**src/rtl/cache_line_addr_gen.sv**
```systemverilog
// cache_line_addr_gen: rebuilds a cache line's full address from its tag and
// set index, then emits one bus-beat address per handshake for the whole line.
// The burst starts at the beat holding the critical word and wraps within the
// line.
//
// Ports:
//   i_clk, i_rst_n  clock and synchronous active-low reset
//   i_req_*         line request: tag, set index, critical-word byte offset
//   o_req_ready     request accepted when high together with i_req_valid
//   i_abort         drops the current burst; also blocks acceptance in IDLE
//   o_addr_*        beat address stream (valid/ready handshake, last flag)
//   o_busy          a burst is in progress
module cache_line_addr_gen #(
    parameter int ADDR_WIDTH  = 32,
    parameter int BLOCK_SIZE  = 128,
    parameter int OFFSET_BITS = 7,
    parameter int INDEX_BITS  = 4,
    parameter int TAG_BITS    = 21,
    parameter int BEAT_BYTES  = 4
) (
    input  logic                   i_clk,
    input  logic                   i_rst_n,
    input  logic                   i_req_valid,
    output logic                   o_req_ready,
    input  logic [TAG_BITS-1:0]    i_req_tag,
    input  logic [INDEX_BITS-1:0]  i_req_index,
    input  logic [OFFSET_BITS-1:0] i_req_offset,
    input  logic                   i_abort,
    output logic                   o_addr_valid,
    input  logic                   i_addr_ready,
    output logic [ADDR_WIDTH-1:0]  o_addr_out,
    output logic                   o_addr_last,
    output logic                   o_busy
);
    localparam int BEATS     = BLOCK_SIZE / BEAT_BYTES;
    localparam int BYTE_BITS = $clog2(BEAT_BYTES);
    localparam int BEAT_BITS = (BEATS > 1) ? $clog2(BEATS) : 1;

    typedef enum logic {IDLE, BURST} state_t;

    state_t                 r_state;
    state_t                 w_next;
    logic [TAG_BITS-1:0]    r_tag;
    logic [INDEX_BITS-1:0]  r_index;
    logic [BEAT_BITS-1:0]   r_beat;
    logic [BEAT_BITS-1:0]   r_count;
    logic                   w_last;
    logic                   w_accept;
    logic                   w_hs;
    logic [OFFSET_BITS-1:0] w_offset;

    // r_count tracks beats already handed off, so it reaches BEATS-1 exactly
    // on the final beat regardless of where the wrap started.
    assign w_last   = (r_state == BURST) && (r_count == BEAT_BITS'(BEATS - 1));
    assign w_accept = i_req_valid && o_req_ready;
    assign w_hs     = o_addr_valid && i_addr_ready;
    assign w_offset = OFFSET_BITS'(r_beat) << BYTE_BITS;
    assign o_addr_out = {r_tag, r_index, w_offset};

    always_comb begin
        w_next       = r_state;
        o_req_ready  = 1'b0;
        o_addr_valid = 1'b0;
        o_busy       = 1'b0;
        o_addr_last  = 1'b0;
        if (r_state == IDLE) begin
            o_req_ready = !i_abort;
            if (i_req_valid && !i_abort) w_next = BURST;
        end else begin
            o_addr_valid = 1'b1;
            o_busy       = 1'b1;
            o_addr_last  = w_last;
            if (i_abort || (i_addr_ready && w_last)) w_next = IDLE;
        end
    end

    always_ff @(posedge i_clk) begin
        if (!i_rst_n) r_state <= IDLE;
        else          r_state <= w_next;
    end

    always_ff @(posedge i_clk) begin
        if (!i_rst_n) begin
            r_tag   <= '0;
            r_index <= '0;
            r_beat  <= '0;
            r_count <= '0;
        end else if (w_accept) begin
            r_tag   <= i_req_tag;
            r_index <= i_req_index;
            // Byte bits below the beat width are dropped: start aligns down.
            r_beat  <= BEAT_BITS'(i_req_offset >> BYTE_BITS);
            r_count <= '0;
        end else if (w_hs) begin
            // BEATS is a power of two, so natural rollover wraps within the line.
            r_beat  <= r_beat + 1'b1;
            r_count <= r_count + 1'b1;
        end
    end
endmodule
```
**config.mk**
```make
export PLATFORM = sky130hd
export DESIGN_NAME = cache_line_addr_gen
export DESIGN_NICKNAME = d
export VERILOG_FILES = /design/src/rtl/cache_line_addr_gen.sv
export SDC_FILE = /design/constraint.sdc
export NUM_CORES = 1
export LEC_CHECK = 0
export ABC_AREA = 1
export BUFFER_PORTS_ARGS = -buffer_cell sky130_fd_sc_hd__buf_4
export CAP_MARGIN = 30
export CORE_ASPECT_RATIO = 0.9
export CORE_MARGIN = 8
export CORE_UTILIZATION = 48
export DETAILED_ROUTE_END_ITERATION = 7
export GPL_TIMING_DRIVEN = 0
export PLACE_DENSITY = 0.9
export SKIP_CTS_REPAIR_TIMING = 1
export SLEW_MARGIN = 30
export SYNTH_ARGS = -nofsm -noshare
export SYNTH_HDL_FRONTEND = slang
export SYNTH_SLANG_ARGS = --single-unit
```
**constraint.sdc**
```tcl
create_clock -name i_clk -period 2.4 [get_ports i_clk]
set_input_delay 0.36 -clock i_clk [delete_from_list [all_inputs] [get_ports i_clk]]
set_output_delay 0.36 -clock i_clk [all_outputs]
set_load 0.005 [all_outputs]
```
==> results.cfg, run 1 <==
[sta]
hold_viol_final = 0
hold-worst-slack_ns = 0.264
period_minus_slack_ns = 1.76
finalWorstSetupSlack_ns = 0.636
rsz0062_at_grt = no
setup-violations-final = 0
max_clock_freq_mhz = 567
skew_ns = 0.00772
fin_crit_sh_pct = 73.5
final_max_slew_viol_count = 0
fin_setup_tns_ns = 0

[cts]
clkSinkCount = 36
tritoncts = done
cts-htree-levels = 2
cts_buffer_depth = 2
insertion_delay_ns = 0.32
numCtsBuffers = 5
path_clk_slew_ns = 0.11
root_buffer = clkbuf_4

[synthesis]
async_flop_share_pct = 0
synthMuxAreaShare_pct = 0
synth_cells = 198
synth_compound_area_share_pct = 12.6
synth_ff_type = dfxtp_1
synth_top_family_by_area = simple AND/OR/NAND/NOR gates
yosys_warnings = 0
synth-seq-area-share_pct = 48.3
synthAdderAreaFrac_pct = 2.51
synth-seq-cells = 36
synth_xor_area_share_pct = 1.76
yosys.area_share.simple_pct = 25.6
syn_area_um2 = 1490
synth_enable_flop_cells = 0
avgSynthCellArea_um2 = 7.54
yosysUniqueCellTypes = 24

[floorplanning]
rows = 19
ios = 73
fp.dieH_um = 68.9
coreArea_um2 = 3020
dieArea_um2 = 5150
start_util_pct = 49.4
die_x_um = 74.8

[critical_path]
crit_slowest_cell = dfxtp_1
crit_arrival_ns = 1.40
reg2reg_setup_slack_ns = 1.10
startpoint_type = register
critical_path.cell_chain = ha_1 -> inv_1 -> nor2_1 -> ha_1 -> nand2_1 -> inv_1 -> buf_4
cp_max_fo = 3
rr_worst_depth = 5
crit_path_max_incr_delay_ns = 0.38
regToRegEndpoint = r_tag[6]
cp-end-kind = output port
crit_required_ns = 2.04
critPathKind = reg -> out
reg2reg_from = r_state

[route]
post_drt_wl_per_cell_um = 12.2
drt_first_pass_iters = 4
ant_nets = 0
routed_wl_um = 3860
viasPerCell = 4.65
num_vias = 1470
first_iter_violations = 80
drc = 0

[run]
drv_cap = 0

[global_routing]
grt_pass1_vias = 1424
grt_pass1_wl_um = 6130
grt-ovfl-total = 0
track_usage_pct = 15.3
grt_max_degree = 12
antenna_found_initial = 0

[placement]
hpwl_um = 2940
gp_congestion = 0.818
io_buffers = 67
pre_cts_slack_ns = 0.979

[power]
power_density_nw_per_um2 = 605
p_int_w = 0.000973
clkPwrFrac_pct = 32.1
p_comb_share_pct = 16.8
p_seq_share_pct = 51.1
sw_frac_of_total_pct = 24.4
vdd_ir_drop_max_mv = 0.364
switchingPower_w = 0.000315
leakagePower_nw = 1.02

[min_path]
min_from = i_req_tag[18]
hold_class = in -> reg
hold_end = r_tag[18]
hold-path-cell-count = 3

[cells_and_area]
diodes = 0
n_fill_cell = 262
final_common_cell = buf_4
multi_input_area_um2 = 642
area_delta_synth_final_pct = 42.6
ff_latch_area_um2 = 721
drive_above_1_share_pct = 31.4
nNetsFinal = 313
final_cell_mix = buf_4, nor2_1, dfxtp_1

[run_status]
status = complete, no violations
-- metrics by stage --
stage	area [um2]	total power (W)	instances	util (%)
6_report	2130	0.00129	316	70.5
5_1_grt	2130	0.00135	316	70.5
4_1_cts	2130	0.00130	316	70.5
3_5_place_dp	2050	0.000890	308	68.0
3_3_place_gp	2050	0.000884	308	68.0
2_1_floorplan	1500	0.000768	199	-
-- synthesized netlist by cell type, types with 2 or more instances --
library cell / number / area, um2
inv_1: 14 / 52.6
buf_6: 3 / 33.8
dfxtp_1: 36 / 721
ha_1: 3 / 37.5
clkbuf_1: 3 / 11.3
buf_2: 2 / 10.0
nand2_1: 22 / 82.6
xor2_1: 2 / 17.5
a21oi_1: 6 / 30.0
nor2_1: 56 / 210
o21ai_0: 26 / 130
nand3_1: 7 / 35.0
buf_4: 3 / 22.5
o21ai_1: 3 / 15.0
nand4_1: 3 / 18.8
-- worst max-delay path by stage --
stage	from	to	slack [ns]	depth (start not counted)
after floorplan	r_count[0]	o_addr_last	1.14	6
after global placement	r_count[0]	o_addr_last	0.98	7
after detailed placement	r_count[0]	o_addr_last	0.98	7
after CTS	r_count[0]	o_addr_last	0.61	7
after global routing	r_count[0]	o_addr_last	0.51	7
final	r_count[0]	o_addr_last	0.64	7
-- state kept, by name (all words and copies together), names as in the netlist --
| signal | count |
|---|---|
| r_beat | 5 |
| r_count | 5 |
| r_index | 4 |
| r_state | 1 |
| r_tag | 21 |
-- logic make-up (layout without fill, tap and decap cells) --
logic type,Yosys count,after routing
other,1,2
flip-flops,36,36
XOR/XNOR,3,3
adder cells (fa/ha/maj),3,3
buffers and inverters,26,101
AO/OA/AOI/OAI,37,37
AND/OR/NAND/NOR,92,92
-- area by class of cell --
cell class,count,area share [%]
flip-flops and latches,36,33.9
multi-input cells,137,30.2
repair buffers,67,23.6
plain buffers,11,3.64
inverters,15,2.65
well taps,42,2.47
clock buffers,6,1.94
clock inverters,2,1.65
-- worst max-delay path: cells and delay by family, from the launching register on --
kind,cells,cell delay (ns)
adders and majority gates,2,0.35
buffers and inverters,3,0.21
DFF,1,0.38
and+or+nand+nor,2,0.15
-- metal layers --
layer	vias up	wire length [um]	track usage, %
li1	780	-	-
met1	629	1740	18.0
met2	61	1760	25.4
met3	0	358	5.06
met4	0	0	6.10
met5	-	0	0
-- power groups by stage --
stage | Sequential (W) | Clock [W] | Combinational [W]
floorplan | 0.000673 | 0 | 0.0000947
global placement | 0.000670 | 0 | 0.000213
detailed placement | 0.000672 | 0 | 0.000218
CTS | 0.000659 | 0.000418 | 0.000218
global route | 0.000664 | 0.000447 | 0.000243
finish | 0.000658 | 0.000413 | 0.000216
No activity file was read; power rests on OpenSTA's default activity.
==> run 2: changes to the inputs <==
--- a/config.mk
+++ b/config.mk
@@ -5,15 +5,15 @@
 export SDC_FILE = /design/constraint.sdc
 export NUM_CORES = 1
 export LEC_CHECK = 0
-export ABC_AREA = 1
+export ABC_AREA = 0
 export BUFFER_PORTS_ARGS = -buffer_cell sky130_fd_sc_hd__buf_4
 export CAP_MARGIN = 30
 export CORE_ASPECT_RATIO = 0.9
 export CORE_MARGIN = 8
-export CORE_UTILIZATION = 48
+export CORE_UTILIZATION = 40
 export DETAILED_ROUTE_END_ITERATION = 7
 export GPL_TIMING_DRIVEN = 0
-export PLACE_DENSITY = 0.9
+export PLACE_DENSITY = 0.81
 export SKIP_CTS_REPAIR_TIMING = 1
 export SLEW_MARGIN = 30
 export SYNTH_ARGS = -nofsm -noshare
==> constraint.sdc (replaced) <==
create_clock -name i_clk -period 1.52 [get_ports i_clk]
set_input_delay 0.228 -clock i_clk [delete_from_list [all_inputs] [get_ports i_clk]]
set_output_delay 0.228 -clock i_clk [all_outputs]
set_load 0.005 [all_outputs]
==> results.cfg, run 2 <==
[critical_path]
crit_top_cell = ha_4
reg2reg_from = r_state
startpoint_type = register
cp-end-kind = output port
crit_arrival_ns = 1.35
rr_worst_depth = 5
critical_path.cell_chain = ha_4 -> and3_4 -> ha_4 -> and2_4 -> buf_6
crit_path_max_incr_delay_ns = 0.36
crit_slowest_cell = dfxtp_4
cp_max_fo = 3
regToRegEndpoint = r_tag[10]
crit_required_ns = 1.29
reg2reg_setup_slack_ns = 0.11
critPathKind = reg -> out

[cts]
cts-htree-levels = 2
root_buffer = clkbuf_8
clkSinkCount = 36
insertion_delay_ns = 0.29
tritoncts = done
cts_buffer_depth = 2
numCtsBuffers = 5
path_clk_slew_ns = 0.07

[power]
p_seq_share_pct = 50.8
vdd_ir_drop_max_mv = 0.754
clkPwrFrac_pct = 34.9
sw_frac_of_total_pct = 24.4
p_int_w = 0.00150
switchingPower_w = 0.000487
leakagePower_nw = 0.960
p_comb_share_pct = 14.2
power_density_nw_per_um2 = 921

[sta]
fin_crit_sh_pct = 104
finalWorstSetupSlack_ns = -0.0625
period_minus_slack_ns = 1.58
final_max_slew_viol_count = 0
hold_viol_final = 0
fin_setup_tns_ns = -0.0625
max_clock_freq_mhz = 632
skew_ns = 0.00611
rsz0062_at_grt = yes
setup-violations-final = 1

[route]
post_drt_wl_per_cell_um = 13.5
first_iter_violations = 52
ant_nets = 0
viasPerCell = 4.86
routed_wl_um = 4010
drt_first_pass_iters = 4
num_vias = 1439
drc = 0

[synthesis]
synth-seq-area-share_pct = 49.7
avgSynthCellArea_um2 = 8.33
synthTopCellsByCount = nand2_1, dfxtp_1, a21oi_1, nand3_1, buf_2
yosys_warnings = 0
yosysUniqueCellTypes = 27
synth_area_leaders = dfxtp_1, nand2_1, a21oi_1
syn_area_um2 = 1450
async_flop_share_pct = 0
synth-seq-cells = 36
synth_ff_type = dfxtp_1
synth_top_cell_area_share_pct = 49.7
yosysMostFrequentCell = nand2_1
synth_cells = 174
synth_enable_flop_cells = 0
synth_top_area_cell = dfxtp_1

[cells_and_area]
top_register = r_tag
top_regs = r_tag x21, r_beat x5, r_count x5
finish.utilization_pct = 63.0
final_cell_mix = buf_4, nand2_1, dfxtp_1
final_common_cell = buf_4
nNetsFinal = 291
largest_register_ffs = 21
diodes = 0
area_delta_synth_final_pct = 49.0
drive_above_1_share_pct = 39.3

[floorplanning]
fp.dieH_um = 73.1
coreArea_um2 = 3430
die_x_um = 79.5
rows = 20
ios = 73
dieArea_um2 = 5810
start_util_pct = 42.3

[global_routing]
grt_pass1_wl_um = 6220
grt_max_degree = 12
track_usage_pct = 13.5
grt_pass1_vias = 1372
antenna_found_initial = 0
grt-ovfl-total = 0

[run_status]
status = finished, violations left
violations = negative setup slack

[min_path]
hold_end = r_state
hold-path-cell-count = 2
hold_class = in -> reg
min_from = i_abort

[placement]
gp_congestion = 0.785
hpwl_um = 2930
io_buffers = 67

[run]
drv_cap = 0
-- run 2: power groups by stage --
stage / registers [W] / logic, W / clock network [W]
6_report: 0.00101 / 0.000283 / 0.000696
5_1_grt: 0.00102 / 0.000313 / 0.000765
4_1_cts: 0.00101 / 0.000286 / 0.000716
3_5_place_dp: 0.00103 / 0.000284 / 0
3_3_place_gp: 0.00103 / 0.000280 / 0
2_1_floorplan: 0.00104 / 0.000117 / 0
-- run 2: worst max-delay path: cells and delay by family (launching register included) --
family	cells	cell delay [ns]
buffers and inverters	1	0.11
DFF	1	0.36
and+or+nand+nor	2	0.30
adders and majority gates	2	0.31
-- run 2: worst max path at each step --
stage / from / end / depth (start not counted)
after floorplan: r_state / r_tag[10] / 5
after global placement: r_state / r_tag[10] / 5
after detailed placement: r_state / r_tag[6] / 5
after CTS: r_count[0] / o_addr_last / 5
after global routing: r_count[1] / o_addr_last / 5
final: r_count[1] / o_addr_last / 5
-- run 2: cell type report --
type,instances,area (um2)
fill,317,1270
clock buffer,6,82.6
inverter,1,3.75
sequential,36,726
clock inverter,2,10.0
tap,44,55.1
buffer,13,85.1
multi-input combinational,125,677
timing repair buffer,69,522
-- run 2: routing by layer --
metal	vias to the layer above	wire [um]	GRT usage, %
met3	5	461	7.76
met2	47	1870	21.8
li1	735	-	-
met4	0	51	6.16
met1	652	1620	13.7
met5	-	0	0
-- run 2: cell families (layout without fill, tap and decap cells) --
| logic type | count (synthesis) | count (layout) | share of synthesized area (%) |
|---|---|---|---|
| adders and majority gates | 3 | 3 | 2.59 |
| and+or+nand+nor | 78 | 78 | 24.6 |
| other | 1 | 2 | 0.259 |
| buffers and inverters | 14 | 91 | 6.13 |
| AOI/OAI and AO/OA | 39 | 39 | 14.9 |
| DFF | 36 | 36 | 49.7 |
| xor gates and xnor gates | 3 | 3 | 1.81 |
-- run 2: metrics by stage --
step / instance area [um2] / cells / worst slack, ns / hold slack (ns) / total power (W)
finish: 2160 / 296 / -0.0625 / 0.146 / 0.00199
global route: 2160 / 296 / -0.104 / 0.144 / 0.00209
CTS: 2100 / 294 / -0.183 / 0.138 / 0.00201
detailed placement: 2010 / 286 / 0.121 / 0.447 / 0.00132
global placement: 2010 / 286 / 0.136 / 0.443 / 0.00131
floorplan: 1450 / 175 / 0.242 / 0.305 / 0.00115
